### src/rtl/sisc_pkg.sv
// Shared definitions for the SISC fetch stage.
// Contents: PC/IR width defaults, opcode constants, IR field bit positions and
// the fetch FSM state encoding.
package sisc_pkg;

  localparam int unsigned PC_W_DEF = 16;
  localparam int unsigned IR_W_DEF = 32;

  localparam logic [3:0] NOOP = 4'd0;
  localparam logic [3:0] BRA  = 4'd4;
  localparam logic [3:0] BRR  = 4'd5;
  localparam logic [3:0] BNE  = 4'd6;
  localparam logic [3:0] BNR  = 4'd7;
  localparam logic [3:0] HLT  = 4'd15;

  // Low bit of each IR field; every field except imm is 4 bits wide.
  localparam int unsigned OPCODE_LSB = 28;
  localparam int unsigned MM_LSB     = 24;
  localparam int unsigned RD_LSB     = 20;
  localparam int unsigned RS_LSB     = 16;
  localparam int unsigned RT_LSB     = 12;
  localparam int unsigned IMM_LSB    = 0;

  typedef enum logic [0:0] {
    StIdle = 1'b0,
    StReq  = 1'b1
  } fetch_state_e;

endpackage

### src/rtl/sisc_fetch_unit_if.sv
// Instruction-memory req/ack bus.
// Signals: req (fetch request), addr (instruction address),
//          ack (rdata valid this cycle), rdata (instruction word).
// Modports: master = fetch unit, slave = instruction memory.
interface sisc_fetch_unit_if #(
  parameter int unsigned PC_W = 16,
  parameter int unsigned IR_W = 32
);
  logic            req;
  logic [PC_W-1:0] addr;
  logic            ack;
  logic [IR_W-1:0] rdata;

  modport master (output req, output addr, input ack, input rdata);
  modport slave  (input req, input addr, output ack, output rdata);
endinterface

### src/rtl/sisc_branch_eval.sv
// Combinational branch resolver.
// Inputs: opcode, mm (condition mask), stat (status flags), pc (already
//         incremented), imm.
// Outputs: taken (branch condition met for a branch opcode), target (new PC).
module sisc_branch_eval
  import sisc_pkg::*;
#(
  parameter int unsigned PC_W = PC_W_DEF
) (
  input  logic [3:0]      opcode,
  input  logic [3:0]      mm,
  input  logic [3:0]      stat,
  input  logic [PC_W-1:0] pc,
  input  logic [15:0]     imm,
  output logic            taken,
  output logic [PC_W-1:0] target
);

  logic            cond;
  logic [PC_W-1:0] imm_abs;
  logic [PC_W-1:0] imm_sext;

  assign cond     = |(mm & stat);
  assign imm_abs  = PC_W'(imm);
  assign imm_sext = PC_W'($signed(imm));

  always_comb begin
    taken  = 1'b0;
    target = pc;
    case (opcode)
      BRA: begin taken = cond;  target = imm_abs;         end
      BNE: begin taken = !cond; target = imm_abs;         end
      BRR: begin taken = cond;  target = pc + imm_sext;   end
      BNR: begin taken = !cond; target = pc + imm_sext;   end
      default: ;
    endcase
  end

endmodule

### src/rtl/sisc_fetch_unit.sv
// SISC instruction-fetch stage: owns PC and IR, runs the imem req/ack
// handshake, decodes IR fields and applies branches on request.
// Ports: clk, rst_f (async active-low); fetch_start, br_eval, stat from the
// control FSM; imem (master side of the memory bus); decoded fields opcode,
// mm, rd, rs, rt, imm; pc; pulses fetch_done, br_taken; sticky halted,
// proto_err; br_count.
// Build option: define FETCH_BRCNT_EN to enable the saturating taken-branch
// counter on br_count; otherwise br_count is tied to zero.
module sisc_fetch_unit
  import sisc_pkg::*;
#(
  parameter int unsigned     PC_W     = PC_W_DEF,
  parameter int unsigned     IR_W     = IR_W_DEF,
  parameter logic [PC_W-1:0] RESET_PC = '0
) (
  input  logic              clk,
  input  logic              rst_f,
  input  logic              fetch_start,
  input  logic              br_eval,
  input  logic [3:0]        stat,
  sisc_fetch_unit_if.master imem,
  output logic [3:0]        opcode,
  output logic [3:0]        mm,
  output logic [3:0]        rd,
  output logic [3:0]        rs,
  output logic [3:0]        rt,
  output logic [15:0]       imm,
  output logic [PC_W-1:0]   pc,
  output logic              fetch_done,
  output logic              br_taken,
  output logic              halted,
  output logic              proto_err,
  output logic [15:0]       br_count
);

  fetch_state_e    state_q, state_d;
  logic [PC_W-1:0] pc_q, pc_d;
  logic [IR_W-1:0] ir_q, ir_d;
  logic            req_q, req_d;
  logic            done_q, done_d;
  logic            taken_q, taken_d;
  logic            halted_q, halted_d;
  logic            err_q, err_d;

  logic            br_take;
  logic [PC_W-1:0] br_target;

  assign opcode = ir_q[OPCODE_LSB +: 4];
  assign mm     = ir_q[MM_LSB +: 4];
  assign rd     = ir_q[RD_LSB +: 4];
  assign rs     = ir_q[RS_LSB +: 4];
  assign rt     = ir_q[RT_LSB +: 4];
  assign imm    = ir_q[IMM_LSB +: 16];

  sisc_branch_eval #(
    .PC_W (PC_W)
  ) u_branch_eval (
    .opcode (opcode),
    .mm     (mm),
    .stat   (stat),
    .pc     (pc_q),
    .imm    (imm),
    .taken  (br_take),
    .target (br_target)
  );

  always_comb begin
    state_d  = state_q;
    pc_d     = pc_q;
    ir_d     = ir_q;
    req_d    = req_q;
    done_d   = 1'b0;
    taken_d  = 1'b0;
    halted_d = halted_q;
    err_d    = err_q;
    unique case (state_q)
      StIdle: begin
        if (imem.ack) err_d = 1'b1;
        if (br_eval && br_take) begin
          pc_d    = br_target;
          taken_d = 1'b1;
        end
        // The address bus is the PC register, so a same-cycle branch makes the
        // request go out at the branch target.
        if (fetch_start && !halted_q) begin
          state_d = StReq;
          req_d   = 1'b1;
        end
      end
      StReq: begin
        if (fetch_start || br_eval) err_d = 1'b1;
        if (imem.ack) begin
          ir_d    = imem.rdata;
          pc_d    = pc_q + PC_W'(1);
          req_d   = 1'b0;
          done_d  = 1'b1;
          state_d = StIdle;
          if (imem.rdata[OPCODE_LSB +: 4] == HLT) halted_d = 1'b1;
        end
      end
    endcase
  end

  always_ff @(posedge clk or negedge rst_f) begin
    if (!rst_f) begin
      state_q  <= StIdle;
      pc_q     <= RESET_PC;
      ir_q     <= IR_W'({NOOP, 28'd0});
      req_q    <= 1'b0;
      done_q   <= 1'b0;
      taken_q  <= 1'b0;
      halted_q <= 1'b0;
      err_q    <= 1'b0;
    end else begin
      state_q  <= state_d;
      pc_q     <= pc_d;
      ir_q     <= ir_d;
      req_q    <= req_d;
      done_q   <= done_d;
      taken_q  <= taken_d;
      halted_q <= halted_d;
      err_q    <= err_d;
    end
  end

  assign imem.req   = req_q;
  assign imem.addr  = pc_q;
  assign pc         = pc_q;
  assign fetch_done = done_q;
  assign br_taken   = taken_q;
  assign halted     = halted_q;
  assign proto_err  = err_q;

`ifdef FETCH_BRCNT_EN
  logic [15:0] br_count_q;

  // Counts in step with the br_taken register so both update on one edge.
  always_ff @(posedge clk or negedge rst_f) begin
    if (!rst_f) begin
      br_count_q <= '0;
    end else if (taken_d && (br_count_q != 16'hFFFF)) begin
      br_count_q <= br_count_q + 16'd1;
    end
  end

  assign br_count = br_count_q;
`else
  assign br_count = '0;
`endif

endmodule

### src/flat_wrapper.sv
// flat-port wrapper written by rule: the top's interface ports become plain ports
module sisc_fetch_unit_flat import sisc_pkg::*;
#(
  parameter int unsigned     PC_W     = PC_W_DEF,
  parameter int unsigned     IR_W     = IR_W_DEF,
  parameter logic [PC_W-1:0] RESET_PC = '0
)
  (clk, rst_f, fetch_start, br_eval, stat, opcode, mm, rd, rs, rt, imm, pc, fetch_done, br_taken, halted, proto_err, br_count, imem_req, imem_addr, imem_ack, imem_rdata);
  sisc_fetch_unit_if #(.PC_W(PC_W), .IR_W(IR_W)) imem_i ();
  input  logic clk;
  input  logic rst_f;
  input  logic fetch_start;
  input  logic br_eval;
  input  logic [3:0] stat;
  output logic [3:0] opcode;
  output logic [3:0] mm;
  output logic [3:0] rd;
  output logic [3:0] rs;
  output logic [3:0] rt;
  output logic [15:0] imm;
  output logic [PC_W-1:0] pc;
  output logic fetch_done;
  output logic br_taken;
  output logic halted;
  output logic proto_err;
  output logic [15:0] br_count;
  output wire logic [$bits(imem_i.req)-1:0] imem_req;
  output wire logic [$bits(imem_i.addr)-1:0] imem_addr;
  input wire logic [$bits(imem_i.ack)-1:0] imem_ack;
  input wire logic [$bits(imem_i.rdata)-1:0] imem_rdata;
  assign imem_req = imem_i.req;
  assign imem_addr = imem_i.addr;
  assign imem_i.ack = imem_ack;
  assign imem_i.rdata = imem_rdata;
  sisc_fetch_unit #(.PC_W(PC_W), .IR_W(IR_W), .RESET_PC(RESET_PC)) u_core (.clk(clk), .rst_f(rst_f), .fetch_start(fetch_start), .br_eval(br_eval), .stat(stat), .imem(imem_i), .opcode(opcode), .mm(mm), .rd(rd), .rs(rs), .rt(rt), .imm(imm), .pc(pc), .fetch_done(fetch_done), .br_taken(br_taken), .halted(halted), .proto_err(proto_err), .br_count(br_count));
endmodule
### config.mk
export PLATFORM = sky130hd
export DESIGN_NAME = sisc_fetch_unit_flat
export DESIGN_NICKNAME = d
export VERILOG_FILES = /design/src/rtl/sisc_pkg.sv /design/src/rtl/sisc_fetch_unit_if.sv /design/src/rtl/sisc_branch_eval.sv /design/src/rtl/sisc_fetch_unit.sv /design/src/flat_wrapper.sv
export SDC_FILE = /design/constraint.sdc
export NUM_CORES = 1
export LEC_CHECK = 0
export CAP_MARGIN = 0
export CORE_MARGIN = 2
export CORE_UTILIZATION = 50
export CTS_CLUSTER_DIAMETER = 120
export DETAILED_ROUTE_END_ITERATION = 10
export PLACE_DENSITY = 0.87
export SYNTH_ARGS = -nofsm -noshare
export SYNTH_HDL_FRONTEND = slang
export SYNTH_HIERARCHICAL = 1
export SYNTH_SLANG_ARGS = --single-unit
### constraint.sdc
create_clock -name clk -period 5.9 [get_ports clk]
set_clock_uncertainty 0.15 [all_clocks]
set_input_delay 1.18 -clock clk [delete_from_list [all_inputs] [get_ports clk]]
set_output_delay 1.18 -clock clk [all_outputs]
set_load 0.005 [all_outputs]
==> results of run 1 <==
==> cell usage after synthesis (2+ instances only) <==
master     instances
nand2_1          138
dfrtp_1           54
buf_4             37
a21oi_1           24
o21ai_0           22
ha_1              16
inv_1             16
nor2_1            14
clkbuf_1          13
nor3_1            12
mux2i_1           11
and3_1            10
nand3_1            7
nand2b_1           5
nor2b_1            5
xnor2_1            5
a21o_1             4
a31oi_1            4
a32oi_1            4
nand4_1            4
o211ai_1           4
o32ai_1            4
xor2_1             4
a211o_1            3
a211oi_1           3
buf_1              3
nand3b_1           3
o22ai_1            3
or2_2              3
a311oi_1           2
and2_1             2
buf_2              2
mux2_2             2
nor4_1             2
o2111ai_1          2
o21a_1             2
o21ai_1            2
o21bai_1           2
o31ai_1            2
or3_1              2
==> state kept, by name, indices dropped and copies added, names as in the netlist <==
name / flops
u_core/imem.addr: 16
u_core/br_taken: 1
u_core/proto_err: 1
u_core/fetch_done: 1
u_core/imem.req: 1
u_core/ir_q: 32
u_core/halted: 1
u_core/state_q: 1
==> cell families after synthesis <==
| group | count (synthesis) | synth area share |
|---|---|---|
| compound gates | 101 | 0.180 |
| xor+xnor | 9 | 0.0205 |
| fa+ha+maj | 17 | 0.0572 |
| buf+inv | 71 | 0.106 |
| flops | 54 | 0.351 |
| mux | 13 | 0.0345 |
| other cells | 1 | 0.000974 |
| simple gates | 212 | 0.250 |
==> cell type report <==
| cell class | count | share of cell area |
|---|---|---|
| inverter | 16 | 0.0122 |
| multi-input combinational | 368 | 0.435 |
| clock buffer | 5 | 0.0139 |
| sequential | 54 | 0.274 |
| tap | 99 | 0.0251 |
| clock inverter | 3 | 0.00963 |
| timing repair buffer | 115 | 0.231 |
==> where the power goes <==
group | switching [W] | total [W] | internal [W] | leakage [nW]
logic | 0.000334 | 0.000737 | 0.000403 | 1.52
clock network | 0.000132 | 0.000261 | 0.000129 | 0.0587
registers | 0.000146 | 0.000578 | 0.000432 | 0.685
total | 0.000613 | 0.00158 | 0.000964 | 2.26
==> metrics by stage <==
stage	setup WS [ps]	power, W
floorplan	2990	0.00101
global placement	1900	0.00128
detailed placement	1810	0.00131
CTS	2140	0.00157
global route	1910	0.00168
finish	2090	0.00158
==> worst paths after layout <==
path                                      from                    to  slack [ps]  cells after the start
setup / recovery                       stat[0]   u_core/imem.addr[7]        2090                     10
setup reg to reg           u_core/imem.addr[2]  u_core/imem.addr[13]        2580                     10
max in group asynchronous                rst_f       u_core/ir_q[18]        4310                      2
min in group asynchronous                rst_f     u_core/fetch_done         820                      2
hold reg to reg               u_core/proto_err      u_core/proto_err         330                      1
hold / removal                u_core/proto_err      u_core/proto_err         330                      1
==> metal layers <==
metal  track usage  routed length, µm  vias up
li1              -                  -     1778
met1         0.338               4520     1786
met2         0.407               5120      195
met3        0.0493                844       17
met4        0.0784                176        0
met5             0                  0        -
==> worst max-delay path: stages <==
cell,delay [ps]
clkdlybuf4s50_1,400
a22o_1,200
a221oi_1,250
xor2_1,120
nor2_1,100
nand3b_1,440
inv_1,510
mux2_2,390
o32ai_1,150
a41oi_1,70
==> results_dict.tcl, run 1 <==
set metrics [dict create \
    gp_congestion 0.886 \
    clock_path_buffers 2 \
    syn_area_per_cell_um2 8.05 \
    hold_path_class "reg -> reg" \
    core-area_mm2 0.00737 \
    nets 618 \
    hold_slack_ps 335 \
    critPathMaxFanout 14 \
    fillCellCount 612 \
    cts_resized 0 \
    post-route-util 0.670 \
    grt_use_total 0.250 \
    initial_utilization 0.522 \
    placed_cell_area_mm2 0.00482 \
    ys_ff_latch 54 \
    synth_seq_area_share 0.351 \
    ys_top_cells_by_area "dfrtp_1, nand2_1, buf_4" \
    cp.arrival_ps 3820 \
    wirelength_mm 10.7 \
    fmax_mhz 263 \
    hpwl_mm 7.55 \
    clkSlewWorstSetupHoldPaths_ps 110 \
    final_area_mm2 0.00494 \
    die_h_um 91.7 \
    final_antenna_net_count 0 \
    insertion_delay_ps 320 \
    grt_pass1_vias 3452 \
    synth_edf_count 0 \
    yosysTopAreaCell "dfrtp_1" \
    post-route-drc-count 0 \
    synth_warnings 6 \
    cts.htree.levels 2 \
    final_cells 660 \
    required_ps 5910 \
    min_period_ps 3810 \
    final_max_slew_viol_count 0 \
    hold_viol 0 \
    gr-total-overflow 0 \
    syn_inst 478 \
    areaGrowthSynthToFinish_pct 28.3 \
    synth_ff_type "dfrtp_1" \
    timing.slew.headroom 0.171 \
    viasPerCell 5.72 \
    setup_viol 0 \
    cts_sinks 54 \
    row_count 31 \
    crit_type "in -> reg" \
    diodes 0 \
    dieArea_mm2 0.00842 \
    grt_pass1_wl_mm 17.1 \
    status "finished, final reports clean" \
    wl_per_cell_um 16.2 \
    final_cell_mix "nand2_1, clkdlybuf4s50_1, dfrtp_1" \
    rsz0062_at_grt "false" \
    cts-root-buf "clkbuf_8" \
    first_pass_iters 5 \
    fin_setup_tns_ps 0 \
    die_w_um 91.7 \
    area.sequential_mm2 0.00135 \
    cap_violations 0 \
    place_inst 652 \
    grt_max_degree 55 \
    period_share 0.645 \
    synth_top_cell_area_share 0.351 \
    io_pins 130 \
    yosysUniqueCellTypes 61 \
    synth_area_mm2 0.00385 \
    multi_input_area_mm2 0.00215 \
    layout_commonest_cell "nand2_1" \
    worstSetupEndpointType "register" \
    vdd_drop_max_uv 217 \
    cts_inserted_buffers 5 \
    cts_tree "built" \
    drtIter0Drc 263 \
    dr_total_vias 3776 \
    numPortBuffers 113 \
    layout-drive-gt1-share 0.0463 \
    async_flop_share 1.00 \
    power_leakage_nw 2.26 \
    worst_pin_slew_ps 1240 \
    power_density_mw_per_mm2 319 \
    post-cts-setup-buffers 0 \
    ctsHoldBuffers 0 \
    grt_antenna_before_repair 0 \
    start_kind "input pin" \
]
Power figures use the tool's default switching activity.
==> run 2, diff against run 1 <==
--- a/config.mk
+++ b/config.mk
@@ -7,10 +7,10 @@
 export LEC_CHECK = 0
 export CAP_MARGIN = 0
 export CORE_MARGIN = 2
-export CORE_UTILIZATION = 50
+export CORE_UTILIZATION = 47
 export CTS_CLUSTER_DIAMETER = 120
 export DETAILED_ROUTE_END_ITERATION = 10
-export PLACE_DENSITY = 0.87
+export PLACE_DENSITY = 0.82
 export SYNTH_ARGS = -nofsm -noshare
 export SYNTH_HDL_FRONTEND = slang
 export SYNTH_HIERARCHICAL = 1
==> constraint.sdc (replaced) <==
create_clock -name clk -period 3.9 [get_ports clk]
set_clock_uncertainty 0.15 [all_clocks]
set_input_delay 0.78 -clock clk [delete_from_list [all_inputs] [get_ports clk]]
set_output_delay 0.78 -clock clk [all_outputs]
set_load 0.005 [all_outputs]
==> run 2 against run 1 <==
  * Hold slack got worse by 1.9 ps
  * Flip-flop and latch count did not move
  * Sequential power is 51% higher
  * Wire length shrank 0.78%
  * Sequential share of layout area is 0.15 points lower
  * Register-to-register slack worse by 1900 ps
  * Non-clock buffer count grew 5
  * Critical path type is now reg -> reg
  * Largest power group unchanged
==> results_dict.tcl, run 2 (synthesis gave the netlist of run 1 again) <==
set metrics [dict create \
    fin_setup_tns_ps 0 \
    required_ps 3940 \
    areaGrowthSynthToFinish_pct 29.0 \
    vdd_drop_max_uv 269 \
    drtIter0Drc 265 \
    grt_antenna_before_repair 0 \
    viasPerCell 5.56 \
    numPortBuffers 113 \
    row_count 33 \
    core-area_mm2 0.00809 \
    finalPower_w 0.00233 \
    diodes 0 \
    worstSetupEndpointType "register" \
    multi_input_area_mm2 0.00215 \
    cts_sinks 54 \
    die_h_um 94.5 \
    power_leakage_nw 2.27 \
    gr-total-overflow 0 \
    critPathMaxFanout 10 \
    area.sequential_mm2 0.00135 \
    hold_path_class "reg -> reg" \
    placed_cell_area_mm2 0.00487 \
    cp.arrival_ps 3270 \
    insertion_delay_ps 310 \
    worst_pin_slew_ps 1020 \
    cap_violations 0 \
    io_pins 130 \
    wl_per_cell_um 15.8 \
    grt_pass1_vias 3473 \
    final_antenna_net_count 0 \
    nets 623 \
    start_kind "register" \
    dr_total_vias 3733 \
    gp_congestion 0.894 \
    final_cell_mix "nand2_1, clkdlybuf4s50_1, dfrtp_1" \
    period_share 0.827 \
    grt_max_degree 46 \
    regMostFlops "u_core/ir_q" \
    crit_type "reg -> reg" \
    power_density_mw_per_mm2 469 \
    cts-root-buf "clkbuf_8" \
    largest_reg_flops 32 \
    die_w_um 94.5 \
    grt_use_total 0.241 \
    dieArea_mm2 0.00893 \
    setup_viol 0 \
    wirelength_mm 10.6 \
    fillCellCount 727 \
    fmax_mhz 310 \
    clkSlewWorstSetupHoldPaths_ps 100 \
    cts_resized 0 \
    post-route-drc-count 0 \
    layout_commonest_cell "nand2_1" \
    post-cts-setup-buffers 0 \
    min_period_ps 3220 \
    cts.htree.levels 2 \
    first_pass_iters 5 \
    timing.slew.headroom 0.320 \
    hold_viol 0 \
    initial_utilization 0.476 \
    rsz0062_at_grt "false" \
    grt_pass1_wl_mm 17.1 \
    final_area_mm2 0.00497 \
    final_max_slew_viol_count 0 \
    layout-drive-gt1-share 0.0548 \
    hpwl_mm 7.70 \
    clock_path_buffers 2 \
    cts_inserted_buffers 5 \
    status "finished, final reports clean" \
    ctsHoldBuffers 0 \
    cts_tree "built" \
]
[run 2: area by class of cell]
type	instances	share of cell area
Inverter	16	0.0121
Clock buffer	6	0.0166
Timing Repair Buffer	120	0.237
Clock inverter	2	0.00328
Multi-Input combinational cell	368	0.432
Sequential cell	54	0.272
Tap cell	105	0.0265
[run 2: path summary, 6_finish.rpt]
| check | from | end | slack [ps] | depth (start not counted) |
|---|---|---|---|---|
| max reg2reg | u_core/imem.addr[2] | u_core/imem.addr[13] | 680 | 10 |
| min reg2reg | u_core/proto_err | u_core/proto_err | 330 | 1 |
| max | u_core/imem.addr[2] | u_core/imem.addr[13] | 680 | 10 |
| min | u_core/proto_err | u_core/proto_err | 330 | 1 |
| max in group asynchronous | rst_f | u_core/ir_q[9] | 2380 | 2 |
| min in group asynchronous | rst_f | u_core/ir_q[4] | 480 | 1 |
[run 2: stage by stage]
step | cells | utilization | hold slack, ps | setup slack [ps]
4_1_cts | 671 | 0.614 | 337 | 732
3_3_place_gp | 663 | 0.601 | 308 | 734
2_1_floorplan | 493 | - | 309 | 1050
6_report | 671 | 0.614 | 333 | 676
3_5_place_dp | 663 | 0.601 | 301 | 675
5_1_grt | 671 | 0.614 | 371 | 408
[run 2: worst max-delay path, cell delays in order, from the launching register on]
cell and delay, ps:
dfrtp_1 580, ha_1 350, and3_1 180, a211o_1 390, a2111oi_2 450, nor3_1 160
o311ai_1 280, a21oi_1 100, mux2_2 270, o32ai_1 130, nor3_1 70
[run 2: routing by layer]
metal,GRT usage,wire [µm],share of wire
met1,0.323,4610,0.44
met2,0.398,5010,0.47
met3,0.0407,771,0.073
met4,0.0785,189,0.018
met5,0,0,0
[run 2: power breakdown]
| part | leakage [nW] | internal [W] | switching [W] |
|---|---|---|---|
| combinational | 1.54 | 0.000612 | 0.000502 |
| clock | 0.0478 | 0.000147 | 0.000194 |
| sequential | 0.685 | 0.000653 | 0.000221 |
==> run 3, diff against run 2 <==
--- a/config.mk
+++ b/config.mk
@@ -7,10 +7,10 @@
 export LEC_CHECK = 0
 export CAP_MARGIN = 0
 export CORE_MARGIN = 2
-export CORE_UTILIZATION = 47
+export CORE_UTILIZATION = 42
 export CTS_CLUSTER_DIAMETER = 120
 export DETAILED_ROUTE_END_ITERATION = 10
-export PLACE_DENSITY = 0.82
+export PLACE_DENSITY = 0.78
 export SYNTH_ARGS = -nofsm -noshare
 export SYNTH_HDL_FRONTEND = slang
 export SYNTH_HIERARCHICAL = 1
==> constraint.sdc (replaced) <==
create_clock -name clk -period 2.6 [get_ports clk]
set_clock_uncertainty 0.15 [all_clocks]
set_input_delay 0.52 -clock clk [delete_from_list [all_inputs] [get_ports clk]]
set_output_delay 0.52 -clock clk [all_outputs]
set_load 0.005 [all_outputs]
==> run 3 against run 2 <==
  * The flow now finishes with violations (negative setup slack)
  * Worst setup slack got worse by 870 ps
  * Fmax increased by 15%
  * Global-route usage increased by 0.40 points
  * Sequential share of layout area down 3.5 points
  * Critical path type unchanged
  * Critical endpoint is now u_core/imem.addr[15]
  * Largest power group unchanged
==> results_dict.tcl, run 3 (synthesis gave the netlist of run 1 again) <==
set metrics [dict create \
    cts-root-buf "clkbuf_8" \
    layout_commonest_cell "nand2_1" \
    viasPerCell 5.60 \
    first_pass_iters 6 \
    post-route-util 0.649 \
    setup_viol 6 \
    numPortBuffers 113 \
    cp.arrival_ps 2830 \
    grt_pass1_wl_mm 19.6 \
    power_density_mw_per_mm2 738 \
    fillCellCount 730 \
    final_cell_mix "nand2_1, clkdlybuf4s50_1, buf_4" \
    fin_ws_ps -198 \
    rsz0062_at_grt "true" \
    initial_utilization 0.437 \
    grt_pass1_vias 4040 \
    hold_slack_ps 29.5 \
    hpwl_mm 9.15 \
    ctsHoldBuffers 0 \
    io_pins 130 \
    final_cells 736 \
    vdd_drop_max_uv 402 \
    largest_reg_flops 32 \
    cts.htree.levels 2 \
    cts_inserted_buffers 5 \
    wl_per_cell_um 17.0 \
    power_leakage_nw 2.64 \
    drtIter0Drc 321 \
    hold_viol 0 \
    layout-drive-gt1-share 0.196 \
    grt_max_degree 55 \
    gr-total-overflow 0 \
    diodes 0 \
    min_period_ps 2800 \
    final_antenna_net_count 0 \
    wirelength_mm 12.5 \
    fmax_mhz 357 \
    hold_path_class "in -> async" \
    areaGrowthSynthToFinish_pct 48.5 \
    start_kind "register" \
    clock_path_buffers 2 \
    grt_use_total 0.245 \
    gp_congestion 0.925 \
    period_share 1.08 \
    crit_type "reg -> reg" \
    final_max_slew_viol_count 0 \
    cts_tree "built" \
    critPathMaxFanout 3 \
    cts_sinks 54 \
    regMostFlops "u_core/ir_q" \
    status "finished, violations left" \
    violations "negative setup slack" \
    required_ps 2640 \
    dieArea_mm2 0.00995 \
    insertion_delay_ps 320 \
    row_count 34 \
    worstRegToRegCells 10 \
    cap_violations 0 \
    die_w_um 99.7 \
    clkSlewWorstSetupHoldPaths_ps 100 \
    die_h_um 99.7 \
    place_inst 722 \
    worstSetupEndpointType "register" \
    post-route-drc-count 0 \
    nets 685 \
    grt_antenna_before_repair 0 \
    dr_total_vias 4125 \
    core-area_mm2 0.00881 \
]
run 3: repair_timing:
action	4_1_cts	5_1_grt
pin swaps	17	25
endpoints found under the setup margin	8	14
gates resized for setup	15	29
setup buffers	5	5
endpoints found under the hold margin	0	0
run 3: routing by layer:
| metal | global-route usage | part of all wire |
|---|---|---|
| met4 | 0.0938 | 0.030 |
| met1 | 0.310 | 0.42 |
| met2 | 0.424 | 0.49 |
| met3 | 0.0337 | 0.058 |
| met5 | 0 | 0 |
run 3: worst paths after layout:
path	from	endpoint	slack (ps)
worst max-delay path	u_core/imem.addr[1]	u_core/imem.addr[15]	-200
worst min-delay path	rst_f	u_core/imem.addr[6]	30
worst max register to register	u_core/imem.addr[1]	u_core/imem.addr[15]	-200
worst min register to register	u_core/proto_err	u_core/proto_err	330
max in group asynchronous	rst_f	u_core/imem.addr[0]	2020
min in group clk	u_core/proto_err	u_core/proto_err	330
run 3: power breakdown:
group          switching (W)  internal, W  total, W
logic                0.00119      0.00130   0.00248
registers           0.000140     0.000986   0.00113
clock network       0.000292     0.000317  0.000609
total                0.00162      0.00260   0.00422
run 3: final cells by class:
class,count,area (µm²),area share
multi-input cells,368,2350,0.412
flip-flops and latches,54,1360,0.237
inverters,16,60.1,0.0105
clock buffers,6,82.6,0.0145
repair buffers,182,1690,0.295
clock inverters,2,38.8,0.00679
well taps,108,135,0.0236
run 3: through the flow:
step	total power, W	TNS, ps	worst slack [ps]	area (µm²)
2_1_floorplan	0.00232	-118	-118	3950
3_3_place_gp	0.00332	-1270	-173	5360
3_5_place_dp	0.00340	-1660	-237	5360
4_1_cts	0.00409	-492	-214	5580
5_1_grt	0.00447	-1730	-292	5710
6_report	0.00422	-664	-198	5710
run 3: worst max-delay path, stage by stage (launching register included):
cell and delay, ps:
dfrtp_1 400, ha_1 300, a21o_1 180, a211o_4 360, buf_6 140, a211o_1 290, a211o_1 290, a221oi_2 260
o211ai_1 120, nor2_1 100, a311oi_1 50
